===== src/rtl/hazard_pkg.sv =====
// hazard_pkg: forwarding-select codes and the pipeline slot record shared by hazard_ctrl and hazard_match
package hazard_pkg;
    localparam logic [1:0] FWD_RF  = 2'b00;
    localparam logic [1:0] FWD_ALU = 2'b01;
    localparam logic [1:0] FWD_MEM = 2'b10;
    typedef struct packed {
        logic       valid;
        logic [4:0] rd;
        logic       we;
        logic       is_load;
    } slot_t;
endpackage


===== src/rtl/hazard_match.sv =====
// hazard_match: compares one source register against one pipeline slot
//   slot     : tracked older instruction {valid, rd, we, is_load}
//   used     : the source operand is actually read
//   addr     : source register index
//   hit      : slot produces the value the operand needs (x0 never matches)
//   load_hit : hit where the producer is a load (data not ready for ALU forward)
module hazard_match
    import hazard_pkg::*;
(
    input  slot_t      slot,
    input  logic       used,
    input  logic [4:0] addr,
    output logic       hit,
    output logic       load_hit
);
    always_comb begin
        hit      = used & slot.valid & slot.we & (slot.rd == addr) & (addr != 5'd0);
        load_hit = hit & slot.is_load;
    end
endmodule


===== src/rtl/hazard_ctrl.sv =====
// hazard_ctrl: load-use stall and EX-stage forwarding-select generation for a 5-stage pipeline
//   clk, rst                   : clock, synchronous active-high reset
//   id_*                       : decode-stage instruction fields
//   flush                      : squash the decode-stage instruction
//   hold                       : freeze all hazard state (memory wait); wins over flush
//   rs1_hazard, rs2_hazard     : registered operand selects (FWD_RF / FWD_ALU / FWD_MEM)
//   stall                      : combinational load-use stall of PC and IF/ID
//   ex_bubble                  : registered, EX holds no valid instruction
//   stall_cnt                  : stalled non-held cycle counter, present only with HAZARD_PERF_EN
module hazard_ctrl
    import hazard_pkg::*;
(
    input  logic       clk,
    input  logic       rst,
    input  logic       id_valid,
    input  logic       id_rs1_used,
    input  logic       id_rs2_used,
    input  logic       id_rd_we,
    input  logic       id_is_load,
    input  logic [4:0] id_rs1_addr,
    input  logic [4:0] id_rs2_addr,
    input  logic [4:0] id_rd_addr,
    input  logic       flush,
    input  logic       hold,
    output logic [1:0] rs1_hazard,
    output logic [1:0] rs2_hazard,
    output logic       stall,
    output logic       ex_bubble
`ifdef HAZARD_PERF_EN
    ,
    output logic [31:0] stall_cnt
`endif
);
    slot_t      d1, d2, id_slot;
    logic       rs1_d1, rs2_d1, rs1_d2, rs2_d2, rs1_ld1, rs2_ld1;
    logic       advance;
    logic [1:0] rs1_sel, rs2_sel;

    hazard_match u_rs1_d1 (.slot(d1), .used(id_rs1_used), .addr(id_rs1_addr), .hit(rs1_d1), .load_hit(rs1_ld1));
    hazard_match u_rs2_d1 (.slot(d1), .used(id_rs2_used), .addr(id_rs2_addr), .hit(rs2_d1), .load_hit(rs2_ld1));
    hazard_match u_rs1_d2 (.slot(d2), .used(id_rs1_used), .addr(id_rs1_addr), .hit(rs1_d2), .load_hit());
    hazard_match u_rs2_d2 (.slot(d2), .used(id_rs2_used), .addr(id_rs2_addr), .hit(rs2_d2), .load_hit());

    always_comb begin
        // A load in EX cannot forward to the ALU yet, so the consumer waits one cycle
        stall   = id_valid & (rs1_ld1 | rs2_ld1) & ~flush;
        advance = id_valid & ~stall & ~flush & ~hold;
        rs1_sel = rs1_d1 ? FWD_ALU : rs1_d2 ? FWD_MEM : FWD_RF;
        rs2_sel = rs2_d1 ? FWD_ALU : rs2_d2 ? FWD_MEM : FWD_RF;
        id_slot = '{valid: 1'b1, rd: id_rd_addr, we: id_rd_we, is_load: id_is_load};
    end

    always_ff @(posedge clk) begin
        if (rst) begin
            d1         <= '0;
            d2         <= '0;
            rs1_hazard <= FWD_RF;
            rs2_hazard <= FWD_RF;
            ex_bubble  <= 1'b1;
        end else if (!hold) begin
            d2         <= d1;
            d1         <= advance ? id_slot : '0;
            rs1_hazard <= advance ? rs1_sel : FWD_RF;
            rs2_hazard <= advance ? rs2_sel : FWD_RF;
            ex_bubble  <= ~advance;
        end
    end

`ifdef HAZARD_PERF_EN
    always_ff @(posedge clk) begin
        if (rst)
            stall_cnt <= '0;
        else if (stall & ~hold)
            stall_cnt <= stall_cnt + 32'd1;
    end
`endif
endmodule


===== config.mk =====
export PLATFORM = sky130hd
export DESIGN_NAME = hazard_ctrl
export DESIGN_NICKNAME = d
export VERILOG_FILES = /design/src/rtl/hazard_pkg.sv /design/src/rtl/hazard_match.sv /design/src/rtl/hazard_ctrl.sv
export SDC_FILE = /design/constraint.sdc
export NUM_CORES = 1
export LEC_CHECK = 0
export CAP_MARGIN = 30
export CORE_MARGIN = 10
export CORE_UTILIZATION = 55
export CTS_BUF_LIST = sky130_fd_sc_hd__clkbuf_4
export DETAILED_ROUTE_END_ITERATION = 10
export DONT_BUFFER_PORTS = 1
export PLACE_DENSITY = 0.7
export SLEW_MARGIN = 15
export SYNTH_ARGS = -nofsm -noshare
export SYNTH_HDL_FRONTEND = slang
export SYNTH_HIERARCHICAL = 1
export SYNTH_SLANG_ARGS = --single-unit

===== constraint.sdc =====
create_clock -name clk -period 2.5 [get_ports clk]
set_input_delay 0.75 -clock clk [delete_from_list [all_inputs] [get_ports clk]]
set_output_delay 0.75 -clock clk [all_outputs]
set_load 0.02 [all_outputs]

==> results of run 1 <==
==> state kept, by name, indices dropped and copies added, names as in the netlist <==
signal      count
ex_bubble       1
rs1_hazard      2
d1              8
rs2_hazard      2
d2              7
==> worst paths after layout <==
path,from,endpoint,slack [ns],cells after the start
max reg2reg,d1[6],rs2_hazard[1],0.72,6
max,id_rs2_addr[3],stall,-0.1,6
min,d1[0],d1[0],0.50,1
min reg2reg,d1[0],d1[0],0.50,1
==> per-stage QoR <==
step / total power, mW / utilization
6_report: 0.5504 / 0.6632
5_1_grt: 0.5723 / 0.6632
4_1_cts: 0.5548 / 0.6632
3_5_place_dp: 0.3908 / 0.6196
3_3_place_gp: 0.3901 / 0.6196
2_1_floorplan: 0.3905 / -
==> power groups by stage <==
stage	Combinational (mW)	Clock [mW]	Sequential, mW
5_1_grt	0.0660	0.174	0.332
2_1_floorplan	0.0539	0	0.337
3_3_place_gp	0.0521	0	0.338
4_1_cts	0.0599	0.164	0.331
6_report	0.0608	0.159	0.331
3_5_place_dp	0.0526	0	0.338
==> routing by layer <==
layer  vias to the layer above  global-route usage
li1                        410                   -
met3                         8             0.05401
met1                       413              0.1389
met5                         -                   0
met2                        29              0.1878
met4                         0             0.06952
==> timing repair <==
| item | 4_1_cts | 5_1_grt |
|---|---|---|
| gates cloned | 0 | 0 |
| buffers inserted | 3 | 0 |
| pin swaps | 6 | 2 |
| resized for setup | 5 | 0 |
| endpoints found under the setup margin | 1 | 1 |
==> cell type report <==
type,instances,area [sq um]
clock buffer,3,22.52
clock inverter,1,3.754
fill,152,600.6
inverter,1,3.754
multi-input combinational,82,668.1
sequential,20,400.4
tap,25,31.28
timing repair buffer,7,52.55
==> cell usage in the layout (no fill, tap or decap), drive strengths merged <==
cell,n
clkinv,1
nor3b,5
nand3,8
nor4b,1
nor2b,3
xnor2,12
and2,4
inv,1
dfxtp,20
mux2i,7
xor2,4
buf,7
or4,4
clkbuf,3
nor4,4
a21oi,4
a22oi,1
a22o,1
a32o,11
nor2,13
==> results.tsv, run 1 <==
stage	metric	value	unit
run_status	status	finished with violations	
run_status	failing checks	negative setup slack	
final_layout	Finished Layout Cells	139	
placed_design	Port Buf Inserts	0	
setup_path	Crit Path Max Fanout	4	
timing	Final Skew	0.003656	ns
final_layout	Layout Nets	139	
setup_path	Required @ worst endpoint	1.75	ns
power	maximum vdd drop	0.3653	mV
timing	PnR worst setup slack	-0.09923	ns
placed_design	Placed Cells	132	
yosys	Post-Syn Area	1071	sq um
timing	WHS	0.4957	ns
route	Routed met2 length	1.140	mm
timing	Pins Over Slew Limit	0	
setup_path	Worst Setup Path Type	in2out	
setup_path	Critical path buffers and inverters	1	
floorplanning	core area	1783	sq um
setup_path	CP delay by family, top	simple AND/OR/NAND/NOR gates	
yosys	Syn Nets	132	
clock_network	clock-pin slew on the worst setup and hold paths	0.11	ns
floorplanning	# rows	15	
global_route	initial antenna violation count	0	
power	combinational share of power	0.110	
route	Routed WL per cell	18.11	um
yosys	Mean Syn Cell Area	9.917	sq um
power	Clock Power Share	0.288	
route	initial DRC count	25	
timing	Slew HR	0.6506	
timing	crit share post-route	1.040	
power	Sw Ratio	0.2435	
floorplanning	IO Count	30	
setup_path	CP Capture Type	primary output	
timing	final hold vios	0	
final_layout	fraction of layout cells with a size suffix above 1	0.1930	
route	antenna-violating nets left	0	
timing	Setup-failing EPs final	1	
setup_path	crit path DAT	1.85	ns
route	final wirelength	2.517	mm
final_layout	ANT cells	0	
setup_path	Slowest-stage cell, CP	or4_4	
route	M1 wire length	1.062	mm
route	top sig layer	met4	
placed_design	dpl ws	-0.1622	ns
clock_network	clock sink total	20	
yosys	cells after synthesis	108	
route	routed wl met3	234	um
route	via/cell ratio	6.187	
timing	Peak Freq	384.7	MHz
placed_design	Final GP Congestion	0.8510	
power	pwr/cell area	465.5	nW/um^2
clock_network	clock latency on the worst-skew pair	0.30	ns
route	total number of vias	860	
worst_hold_path	Hold WC Path Type	reg2reg	
yosys	Ys Warns	6	
power	Lkg Pwr	0.4198	nW
global_route	overall global routing resource usage	0.1225	
timing	pin slew with the least headroom to its limit	0.5194	ns
power	share of power burned in registers	0.601	
setup_path	crit-path max cell delay	0.54	ns
placed_design	DP Area	1105	sq um
power	Net Switching	0.1340	mW
clock_network	CTS Hold Buffers Added	0	
setup_path	Worst setup SP type	input pin	
clock_network	clk root buf	clkbuf_4	
global_route	largest net degree at the start of global routing	14	
floorplanning	die area	4113	sq um
clock_network	maximum root-to-sink buffer count	2	
floorplanning	Die W	64.13	um
global_route	total grt overflow	0	
timing	Tmin final	2.599	ns
placed_design	DP HPWL	1.996	mm
global_route	global-route wire length before repair	4.002	mm
clock_network	clock buffers created by TritonCTS	3	
final_layout	design area	1182	sq um
timing	RSZ-0062 raised after global routing	true	
global_route	number of global-route vias before repair	833	
final_layout	area grow syn2layout	10.40	%
clock_network	CTS tree	yes	
timing	setup TNS	-0.09923	ns
route	DRC viols	0	
route	TritonRoute pass-1 iters	4	
floorplanning	die height	64.13	um
floorplanning	Starting Density	0.6007	
clock_network	H-Tree Depth	1	
setup_path	cells along the critical path	or4_4, a21oi_4, nor3b_4, nor2_1, nor3b_2, buf_4	
power	Power Internal	0.4164	mW
job	Max Cap Viol	0	
No activity file was read; power rests on OpenSTA's default activity.
==> run 2: changes to the inputs <==
CORE_ASPECT_RATIO = 1.1   (was not set)
==> results.tsv, run 2 (synthesis results as in run 1) <==
stage	metric	value	unit	change
timing	RSZ-0062 raised after global routing	true		
floorplanning	Starting Density	0.5879		-0.01279
floorplanning	die height	66.28	um	+3.4%
route	via/cell ratio	5.864		-5.2%
floorplanning	core area	1822	sq um	+2.2%
global_route	total grt overflow	0		unchanged
final_layout	commonest non-fill, non-tap cell in the layout	dfxtp_1		
route	final wirelength	2.499	mm	-0.72%
final_layout	ANT cells	0		unchanged
setup_path	Worst Setup Path Type	in2out		
final_layout	fraction of layout cells with a size suffix above 1	0.2212		+0.02826
floorplanning	Die W	62.08	um	-3.2%
final_layout	max reg flops	8		unchanged
global_route	global-route wire length before repair	3.946	mm	-1.4%
clock_network	maximum root-to-sink buffer count	2		unchanged
timing	Tmin final	2.589	ns	-0.01000 ns
run_status	status	finished with violations		
final_layout	most frequent cells in the layout	dfxtp_1 (19), nor2_1 (13), xnor2_1 (12)		
global_route	overall global routing resource usage	0.1277		+0.005215
run_status	failing checks	negative setup slack		
final_layout	design area	1209	sq um	+2.2%
final_layout	final core utilization	0.6635		about the same
global_route	largest net degree at the start of global routing	14		unchanged
timing	final hold vios	0		unchanged
route	antenna-violating nets left	0		unchanged
clock_network	clock-pin slew on the worst setup and hold paths	0.10	ns	about the same
power	pwr/cell area	537.7	nW/um^2	+16%
floorplanning	die area	4114	sq um	about the same
power	Clock Power Share	0.398		+0.110
route	initial DRC count	24		-4.0%
placed_design	Placed Cells	134		+1.5%
placed_design	DP HPWL	1.974	mm	-1.1%
floorplanning	IO Count	30		unchanged
global_route	initial antenna violation count	0		unchanged
route	total number of vias	821		-4.5%
final_layout	biggest regs	d1 (8), d2 (7)		
timing	Setup-failing EPs final	1		unchanged
timing	Slew HR	0.4735		-0.1770
clock_network	H-Tree Depth	1		unchanged
power	Power Internal	0.5193	mW	+25%
timing	Pins Over Slew Limit	0		unchanged
power	maximum vdd drop	0.4621	mV	+27%
final_layout	Finished Layout Cells	140		+0.72%
timing	Final Skew	0.007513	ns	+0.003857 ns
clock_network	clock buffers created by TritonCTS	3		unchanged
timing	PnR worst setup slack	-0.08923	ns	+0.01000 ns
power	Net Switching	0.1307	mW	-2.5%
clock_network	clock sink total	20		unchanged
route	TritonRoute pass-1 iters	4		unchanged
route	Routed WL per cell	17.85	um	-1.4%
placed_design	DP Area	1107	sq um	+0.23%
placed_design	Final GP Congestion	0.9162		+7.7%
worst_hold_path	Hold WC Path Type	reg2reg		
timing	crit share post-route	1.036		-0.004000
clock_network	clock latency on the worst-skew pair	0.30	ns	about the same
final_layout	area grow syn2layout	12.85	%	
power	Pwr Total	0.6499	mW	+18%
power	Sw Ratio	0.2010		-0.04247
final_layout	largest register by flop count	d1		
power	combinational share of power	0.093		-0.017
clock_network	clk root buf	clkbuf_4		
setup_path	crit path DAT	1.84	ns	about the same
route	DRC viols	0		unchanged
clock_network	CTS tree	yes		
power	Lkg Pwr	0.4184	nW	-0.34%
power	share of power burned in registers	0.509		-0.092
setup_path	Crit Path Max Fanout	4		unchanged
final_layout	Layout Nets	138		-0.72%
global_route	number of global-route vias before repair	848		+1.8%
clock_network	CTS Hold Buffers Added	0		unchanged
floorplanning	# rows	16		+1
setup_path	Required @ worst endpoint	1.75	ns	about the same
timing	pin slew with the least headroom to its limit	0.7868	ns	+0.2674 ns
placed_design	Port Buf Inserts	0		unchanged
job	Max Cap Viol	0		unchanged
setup_path	Worst setup SP type	input pin		
setup_path	CP Capture Type	primary output		
timing	Peak Freq	386.2	MHz	+0.39%
[run 2: cell types whose count changed in the layout (fill, tap and decap cells not counted), sizes merged]
cell / delta
buf: -1
bufinv: +1
clkinv: -1
[run 2: worst paths after layout]
kind	from	end	slack, ns	cells after the start
min	d1[0]	d1[0]	0.50	1
max	id_rs2_addr[3]	stall	-0.09	6
max reg2reg	d1[6]	rs2_hazard[1]	0.67	7
min reg2reg	d1[0]	d1[0]	0.50	1
[run 2: per-layer routing]
metal	wire, um	track usage	vias to the layer above	part of all wire
li1	-	-	407	-
met1	960	0.1339	396	0.38
met2	1289	0.2103	16	0.52
met3	237	0.06538	2	0.095
met4	10	0.04749	0	0.0040
met5	0	0	-	0
[run 2: repair_timing]
action | in CTS | in global routing
pin swaps | 3 | 6
setup endpoints to repair | 1 | 1
setup buffers | 1 | 1
resized for setup | 3 | 4
[run 2: cell type report]
type	count	area, sq um
Clock buffer	3	22.52
Tap cell	27	33.78
Sequential cell	20	401.6
Clock inverter	1	30.03
Inverter	1	3.754
Fill cell	165	613.1
Multi-Input combinational cell	82	671.9
Timing Repair Buffer	6	45.04
[run 2: worst max-delay path, cell delays in order]
cell,delay (ns)
or4_4,0.53
a21oi_4,0.15
nor3b_2,0.06
nor2_1,0.13
nor3b_2,0.06
buf_4,0.15
[run 2: power by group through the flow]
| stage | clock network [mW] | logic [mW] | registers (mW) |
|---|---|---|---|
| final | 0.258 | 0.0604 | 0.331 |
| after global routing | 0.281 | 0.0650 | 0.332 |
| after CTS | 0.266 | 0.0551 | 0.331 |
| after detailed placement | 0 | 0.0515 | 0.338 |
| after global placement | 0 | 0.0509 | 0.338 |
| after floorplan | 0 | 0.0539 | 0.337 |
[run 2: per-stage QoR]
stage	setup TNS, ns	worst slack, ns	hold WS, ns
detailed placement	-0.1425	-0.1425	0.4774
global route	-0.1345	-0.1345	0.4808
CTS	-0.1295	-0.1295	0.4916
global placement	-0.1218	-0.1218	0.4728
floorplan	0	0.01039	0.4477
finish	-0.08923	-0.08923	0.5017
